`config.mk`:
```
export PLATFORM = sky130hd
export DESIGN_NAME = riscv_parcel_queue
export DESIGN_NICKNAME = d
export VERILOG_FILES = /design/src/rtl/riscv_parcel_queue.sv
export SDC_FILE = /design/constraint.sdc
export NUM_CORES = 1
export LEC_CHECK = 0
export BUFFER_PORTS_ARGS = -buffer_cell sky130_fd_sc_hd__buf_2
export CAP_MARGIN = 20
export CORE_ASPECT_RATIO = 1.4
export CORE_UTILIZATION = 65
export CTS_CLUSTER_DIAMETER = 50
export DETAILED_ROUTE_END_ITERATION = 16
export HOLD_SLACK_MARGIN = 0.02
export PLACE_DENSITY = 0.82
export SLEW_MARGIN = 20
export SYNTH_ARGS = -nofsm -noshare
export SYNTH_HDL_FRONTEND = slang
export SYNTH_SLANG_ARGS = --single-unit
```
`constraint.sdc`:
```
create_clock -name clk_i -period 9.4 [get_ports clk_i]
set_clock_uncertainty 0.1 [all_clocks]
set_input_delay 0.94 -clock clk_i [delete_from_list [all_inputs] [get_ports clk_i]]
set_output_delay 0.94 -clock clk_i [all_outputs]
set_load 0.01 [all_outputs]
```
`src/rtl/riscv_parcel_queue.sv`:
```
// rtl/riscv_parcel_queue.sv - fetch parcel to decode halfword queue
// Compacts valid fetch halfwords into a circular buffer and presents one aligned instruction per cycle.
module riscv_parcel_queue #(
  parameter int XLEN        = 32,
  parameter int PARCEL_SIZE = 32,
  parameter int DEPTH       = 8,
  parameter int HAS_RVC     = 0
) (
  input  logic                         clk_i,
  input  logic                         rst_i,
  input  logic                         flush_i,
  input  logic [PARCEL_SIZE-1:0]       parcel_i,
  input  logic [XLEN-1:0]              parcel_pc_i,
  input  logic [PARCEL_SIZE/16-1:0]    parcel_valid_i,
  input  logic                         parcel_misaligned_i,
  input  logic                         parcel_page_fault_i,
  output logic                         ready_o,
  output logic [31:0]                  instr_o,
  output logic [XLEN-1:0]              instr_pc_o,
  output logic                         instr_rvc_o,
  output logic [1:0]                   instr_exception_o,
  output logic                         instr_valid_o,
  input  logic                         instr_ready_i,
  output logic [$clog2(DEPTH+1)-1:0]   count_o
);

  localparam int L  = PARCEL_SIZE / 16;
  localparam int PW = $clog2(DEPTH);
  localparam int CW = $clog2(DEPTH + 1);

  logic [15:0]     mem_hw  [DEPTH];
  logic [XLEN-1:0] mem_pc  [DEPTH];
  logic            mem_mis [DEPTH];
  logic            mem_pf  [DEPTH];

  logic [PW-1:0] rd_ptr;
  logic [PW-1:0] wr_ptr;
  logic [CW-1:0] count;

  logic [PW-1:0] lane_slot [L];
  logic [CW-1:0] push_cnt;
  logic [CW-1:0] pop_cnt;
  logic          do_push;
  logic          do_pop;

  logic [PW-1:0] h1_idx;
  logic [15:0]   h0_hw;
  logic [15:0]   h1_hw;
  logic [1:0]    h0_flags;
  logic [1:0]    h1_flags;
  logic          has_one;
  logic          has_two;
  logic          head_rvc;
  logic          fault_single;

  // Each valid lane lands at wr_ptr plus the number of valid lanes below it.
  always_comb begin
    push_cnt = '0;
    for (int i = 0; i < L; i++) begin
      lane_slot[i] = wr_ptr + PW'(push_cnt);
      push_cnt     = push_cnt + CW'(parcel_valid_i[i]);
    end
  end

  assign ready_o = !rst_i && (count <= CW'(DEPTH - L));
  assign do_push = ready_o && (|parcel_valid_i) && !flush_i;

  assign h1_idx   = rd_ptr + PW'(1);
  assign has_one  = (count != '0);
  assign has_two  = (count >= CW'(2));
  assign h0_hw    = mem_hw[rd_ptr];
  assign h0_flags = {mem_pf[rd_ptr], mem_mis[rd_ptr]};
  // The slot after the head is stale unless it is occupied.
  assign h1_hw    = has_two ? mem_hw[h1_idx] : 16'h0;
  assign h1_flags = has_two ? {mem_pf[h1_idx], mem_mis[h1_idx]} : 2'b00;

  assign head_rvc     = (HAS_RVC != 0) && has_one && (h0_hw[1:0] != 2'b11);
  assign fault_single = !head_rvc && (count == CW'(1)) && (h0_flags != 2'b00);

  always_comb begin
    instr_rvc_o = head_rvc;
    instr_pc_o  = mem_pc[rd_ptr];
    if (head_rvc) begin
      instr_o           = {16'h0, h0_hw};
      instr_exception_o = h0_flags;
      instr_valid_o     = has_one;
    end else begin
      instr_o           = {h1_hw, h0_hw};
      instr_exception_o = h0_flags | h1_flags;
      instr_valid_o     = has_two || fault_single;
    end
  end

  assign do_pop  = instr_valid_o && instr_ready_i && !flush_i;
  assign pop_cnt = !do_pop ? CW'(0) : ((head_rvc || fault_single) ? CW'(1) : CW'(2));
  assign count_o = count;

  always_ff @(posedge clk_i) begin
    if (rst_i || flush_i) begin
      rd_ptr <= '0;
      wr_ptr <= '0;
      count  <= '0;
    end else begin
      rd_ptr <= rd_ptr + PW'(pop_cnt);
      wr_ptr <= wr_ptr + (do_push ? PW'(push_cnt) : PW'(0));
      count  <= count + (do_push ? push_cnt : CW'(0)) - pop_cnt;
    end
  end

  always_ff @(posedge clk_i) begin
    if (rst_i) begin
      for (int i = 0; i < DEPTH; i++) begin
        mem_hw[i]  <= '0;
        mem_pc[i]  <= '0;
        mem_mis[i] <= 1'b0;
        mem_pf[i]  <= 1'b0;
      end
    end else if (do_push) begin
      for (int i = 0; i < L; i++) begin
        if (parcel_valid_i[i]) begin
          mem_hw[lane_slot[i]]  <= parcel_i[16*i +: 16];
          mem_pc[lane_slot[i]]  <= parcel_pc_i + XLEN'(2 * i);
          mem_mis[lane_slot[i]] <= parcel_misaligned_i;
          mem_pf[lane_slot[i]]  <= parcel_page_fault_i;
        end
      end
    end
  end

endmodule

```
# After elaboration in Yosys (flattened, before gate mapping)
# Memory sizes are Yosys's and may differ from the RTL's. A register that Yosys moved wholly into a read port is not among the register bits.
# Cells that the tools add are included.
[word_totals]
word_cells = 83
out_inout_bits = 73
ram_bits = 400
mem_count = 4
regBits = 10
[mem_list]
columns = ["memory", "words", "word_bits", "rd", "rd_clocked_by_memory_dff", "write_ports", "line", "source"]
rows = [
  ["mem_pc", 8, 32, 1, 1, 8, "32", "logic [XLEN-1:0] mem_pc [DEPTH];"],
  ["mem_hw", 8, 16, 2, 1, 8, "31", "logic [15:0] mem_hw [DEPTH];"],
  ["mem_mis", 8, 1, 2, 1, 8, "33", "logic mem_mis [DEPTH];"],
  ["mem_pf", 8, 1, 2, 1, 8, "34", "logic mem_pf [DEPTH];"],
]
[op_classes]
n_bitwise = 1
muxes = 44
add_sub_neg = 8
n_eq_ne = 1
reduce_logical = 20
n_lt_le_gt_ge = 2
[op_table]
columns = ["op", "count"]
rows = [
  ["2-to-1 mux 32 bit", 2],
  ["OR reduction 32 bit", 2],
  ["2-to-1 mux 16 bit", 3],
  ["2-to-1 mux 3 bit", 12],
  ["adder 32 x 2 -> 32 bit, second input constant", 1],
  ["OR reduction 16 bit", 2],
  ["2-to-1 mux 1 bit", 22],
  ["2-to-1 mux 2 bit", 5],
  ["adder 3 x 2 -> 3 bit", 2],
  ["logical AND 1 bit", 6],
  ["adder 4 x 2 -> 4 bit", 1],
  ["== test 4 x 1 -> 1 bit, second input constant", 1],
  [">= comparator 4 x 2 -> 1 bit, second input constant", 1],
  ["<= comparator 4 x 3 -> 1 bit, second input constant", 1],
  ["OR reduction 1 bit", 4],
  ["subtractor 4 x 2 -> 4 bit", 1],
  ["adder 3 x 1 -> 3 bit", 1],
  ["adder 3 x 1 -> 3 bit, second input constant", 1],
  ["adder 1 x 1 -> 2 bit", 1],
  ["zero test 1 bit", 2],
  ["logical OR 1 bit", 2],
  ["bitwise OR 2 bit", 1],
  ["nonzero test 2 bit", 1],
  ["OR reduction 2 bit", 1],
]

# Longest topological paths before layout
[logic_depth]
depth_word = 9
mapped_depth = 15
ltp_nobuf = 13

# Worst setup path before layout
# OpenSTA, ideal clock, no wires.
[synth_timing]
kind = "input port to flip-flop"
start = "input port parcel_valid_i[0]"
end = "memory mem_hw[6][0], enable pin"
cell_stages = 7
path_slack_ns = 4.240
arrival_time_ns = 4.592
setup_ns = 0.468
path_cell_list = "ha_1 > ha_1 > nand4bb_1 > nor3_2 > a21o_1 > a21oi_1 > o21bai_1"
[synth_rtl]
columns = ["item", "line", "source"]
rows = [
  ["start, declared", "14", "input logic [PARCEL_SIZE/16-1:0] parcel_valid_i,"],
  ["end, declared", "31", ""],
]

==> impl_metrics.json <==
{
  "cp_max_fo": 53,
  "start_util_pct": 66.3,
  "timing.hold.ws_ns": 0.626,
  "antenna_left": 0,
  "placed_cells": 2309,
  "power_density_mw_per_mm2": 160,
  "setup_violations": 0,
  "synthFlopType": "edfxtp_1",
  "critPathTopFamily": "buffers and inverters",
  "place_area_mm2": 0.0240,
  "clkSlewWorstSetupHoldPaths_ns": 0.06,
  "end_kind": "primary output",
  "cts_sinks": 410,
  "htreeDepth": 2,
  "synth_area_per_cell_um2": 12.3,
  "critPathKind": "flip-flop to primary output",
  "ys_ff_latch": 410,
  "synth_cell_types": 64,
  "critPathSlowestCell": "buf_4",
  "io_pins": 145,
  "rsz0062_at_grt": "false",
  "worst_ir_drop_vdd_v": 0.000135,
  "hold_buffers": 0,
  "final_core_util_pct": 72.0,
  "postCtsSetupBuffers": 0,
  "fp.dieH_um": 226,
  "wl_per_cell_um": 28.5,
  "first_iter_violations": 2428,
  "fmaxAchievable_ghz": 0.205,
  "place_hpwl_mm": 41.8,
  "period_minus_slack_ns": 4.88,
  "finalCritPeriodShare_pct": 51.9,
  "syn_inst": 1895,
  "syn-num-nets": 1985,
  "wl_mm": 68.0,
  "drc": 0,
  "critPathArrivalTime_ns": 3.84,
  "cts.path.max_buffers": 3,
  "fin_nets": 1986,
  "final_max_slew_viol_count": 0,
  "critPathRequiredTime_ns": 8.36,
  "yosysTopAreaCellShare_pct": 51.7,
  "viasPerCell": 7.41,
  "crit_chain": "buf_4 -> buf_4 -> mux4_2 -> nor2_1 -> nand2_1 -> o311ai_0 -> nand2_1 -> buf_2",
  "worst-path-buf-inv": 3,
  "yosys.area.top_type": "edfxtp_1",
  "area_growth_pct": 8.65,
  "ctsResizeCount": 0,
  "first_pass_iters": 6,
  "die_width_um": 162,
  "yosys_warnings": 0,
  "power_leakage_uw": 0.00871,
  "maxSlewHeadroom_pct": 21.7,
  "fin_area_mm2": 0.0253,
  "grt_usage_pct": 37.9,
  "hold_viol": 0,
  "yosysSeqAreaShare_pct": 52.5,
  "cts_made_buffers": 40,
  "synth.area.top_cells": "edfxtp_1, mux4_2, a22o_1, o21ai_0, nand2_1",
  "netlist_area_mm2": 0.0232,
  "critPathLaunchType": "flip-flop",
  "synth_edf_count": 400,
  "gp_congestion": 0.890,
  "clockRootBuffer": "clkbuf_16",
  "layout.cells.non_filler": 2385,
  "grt_max_degree": 62,
  "core_area_mm2": 0.0351,
  "grt_pass1_vias": 17800,
  "tritoncts": "built",
  "drv_cap": 0,
  "port_buffers": 143,
  "worst_pin_slew_ns": 1.17,
  "async_reset_ff_share_pct": 0,
  "slowest_delay_ns": 0.79,
  "clk_latency_ns": 0.55,
  "overflow": 0,
  "dieArea_mm2": 0.0365,
  "hp-class": "flip-flop to flip-flop",
  "grt_pass1_wl_mm": 103,
  "num_vias": 17700,
  "drive_gt1_share_pct": 24.8,
  "status": "completed",
  "antenna_found_initial": 1,
  "finalSetupTns_ns": 0,
  "std_cell_rows": 81
}
==> per-stage QoR <==
stage	power (µW)	worst slack (ns)
2_1_floorplan	2360	4.24
3_3_place_gp	2480	4.95
3_5_place_dp	2490	4.77
4_1_cts	4030	4.51
5_1_grt	4120	4.27
6_report	4030	4.52
==> cells by family (layout without fill, tap and decap cells) <==
family | Yosys count | in the layout | share of synthesized area (%)
AOI/OAI and AO/OA | 549 | 549 | 15.3
and+or+nand+nor | 453 | 453 | 9.91
DFF | 410 | 410 | 52.5
buffers and inverters | 255 | 287 | 4.60
muxes | 190 | 190 | 15.8
xor gates and xnor gates | 19 | 19 | 0.716
adders and majority gates | 18 | 18 | 1.10
other | 1 | 3 | 0.0161
==> cells in the final DEF (no fill, tap or decap), types with 11 or more instances in the layout <==
master / instances
edfxtp_1: 400
nand2_1: 207
o21ai_0: 163
a22o_1: 144
buf_2: 143
mux4_2: 136
a21oi_1: 124
a31oi_1: 53
mux2_2: 48
nand3_1: 43
clkbuf_16: 41
buf_4: 37
nor3_1: 31
inv_1: 29
nor2_1: 28
and2_1: 28
or3_1: 28
a21o_1: 21
nand4_1: 14
or2_2: 13
ha_1: 13
xor2_1: 11
==> per-layer routing <==
metal	share of wire, %	up-vias	global-route usage (%)	wire length (µm)
li1	-	7394	-	-
met1	33	8644	45.3	22200
met2	50	1342	64.2	33800
met3	12	290	6.45	7840
met4	6.1	0	23.4	4180
met5	0	-	0	0
==> synthesized netlist by cell type, drive strengths merged, types with 21 or more instances <==
library cell / n
edfxtp: 400
nand2: 207
o21ai: 167
a22o: 144
mux4: 136
a21oi: 124
buf: 117
clkbuf: 107
a31oi: 61
mux2: 48
nand3: 43
nor2: 36
nor3: 35
inv: 29
or3: 29
and2: 28
a21o: 21
==> worst paths after layout <==
path                    from             to  slack, ns  cells past startpoint
hold reg to reg   count_o[0]     count_o[0]       0.63                      2
setup reg to reg   rd_ptr[0]     count_o[2]       4.79                     14
setup / recovery   rd_ptr[0]  instr_valid_o       4.52                      8
hold / removal    count_o[0]     count_o[0]       0.63                      2
==> power breakdown <==
part	total [µW]	switching, µW	internal (µW)
sequential	2120	33.2	2080
combinational	346	222	124
clock	1570	704	865
total	4030	960	3070
==> tightest hold or removal path: stages (launching register included) <==
cell and delay [ns]:
dfxtp_1 0.42, ha_1 0.17, and2_1 0.11
==> registers in the layout, summed over array words and instances (netlist names) <==
signal   flops
mem_pc     256
mem_hw     128
mem_mis      8
mem_pf       8
count_o      4
rd_ptr       3
wr_ptr       3
==> final cells by class <==
type / instances / area, µm²
diodes: 2 / 5.00
clock buffers: 51 / 1060
clock inverters: 22 / 180
fillers: 2377 / 9820
inverters: 31 / 116
multi-input cells: 1230 / 10000
flip-flops and latches: 410 / 12200
well taps: 456 / 571
repair buffers: 183 / 1060
Note: power is estimated with default switching activity, not from simulation.
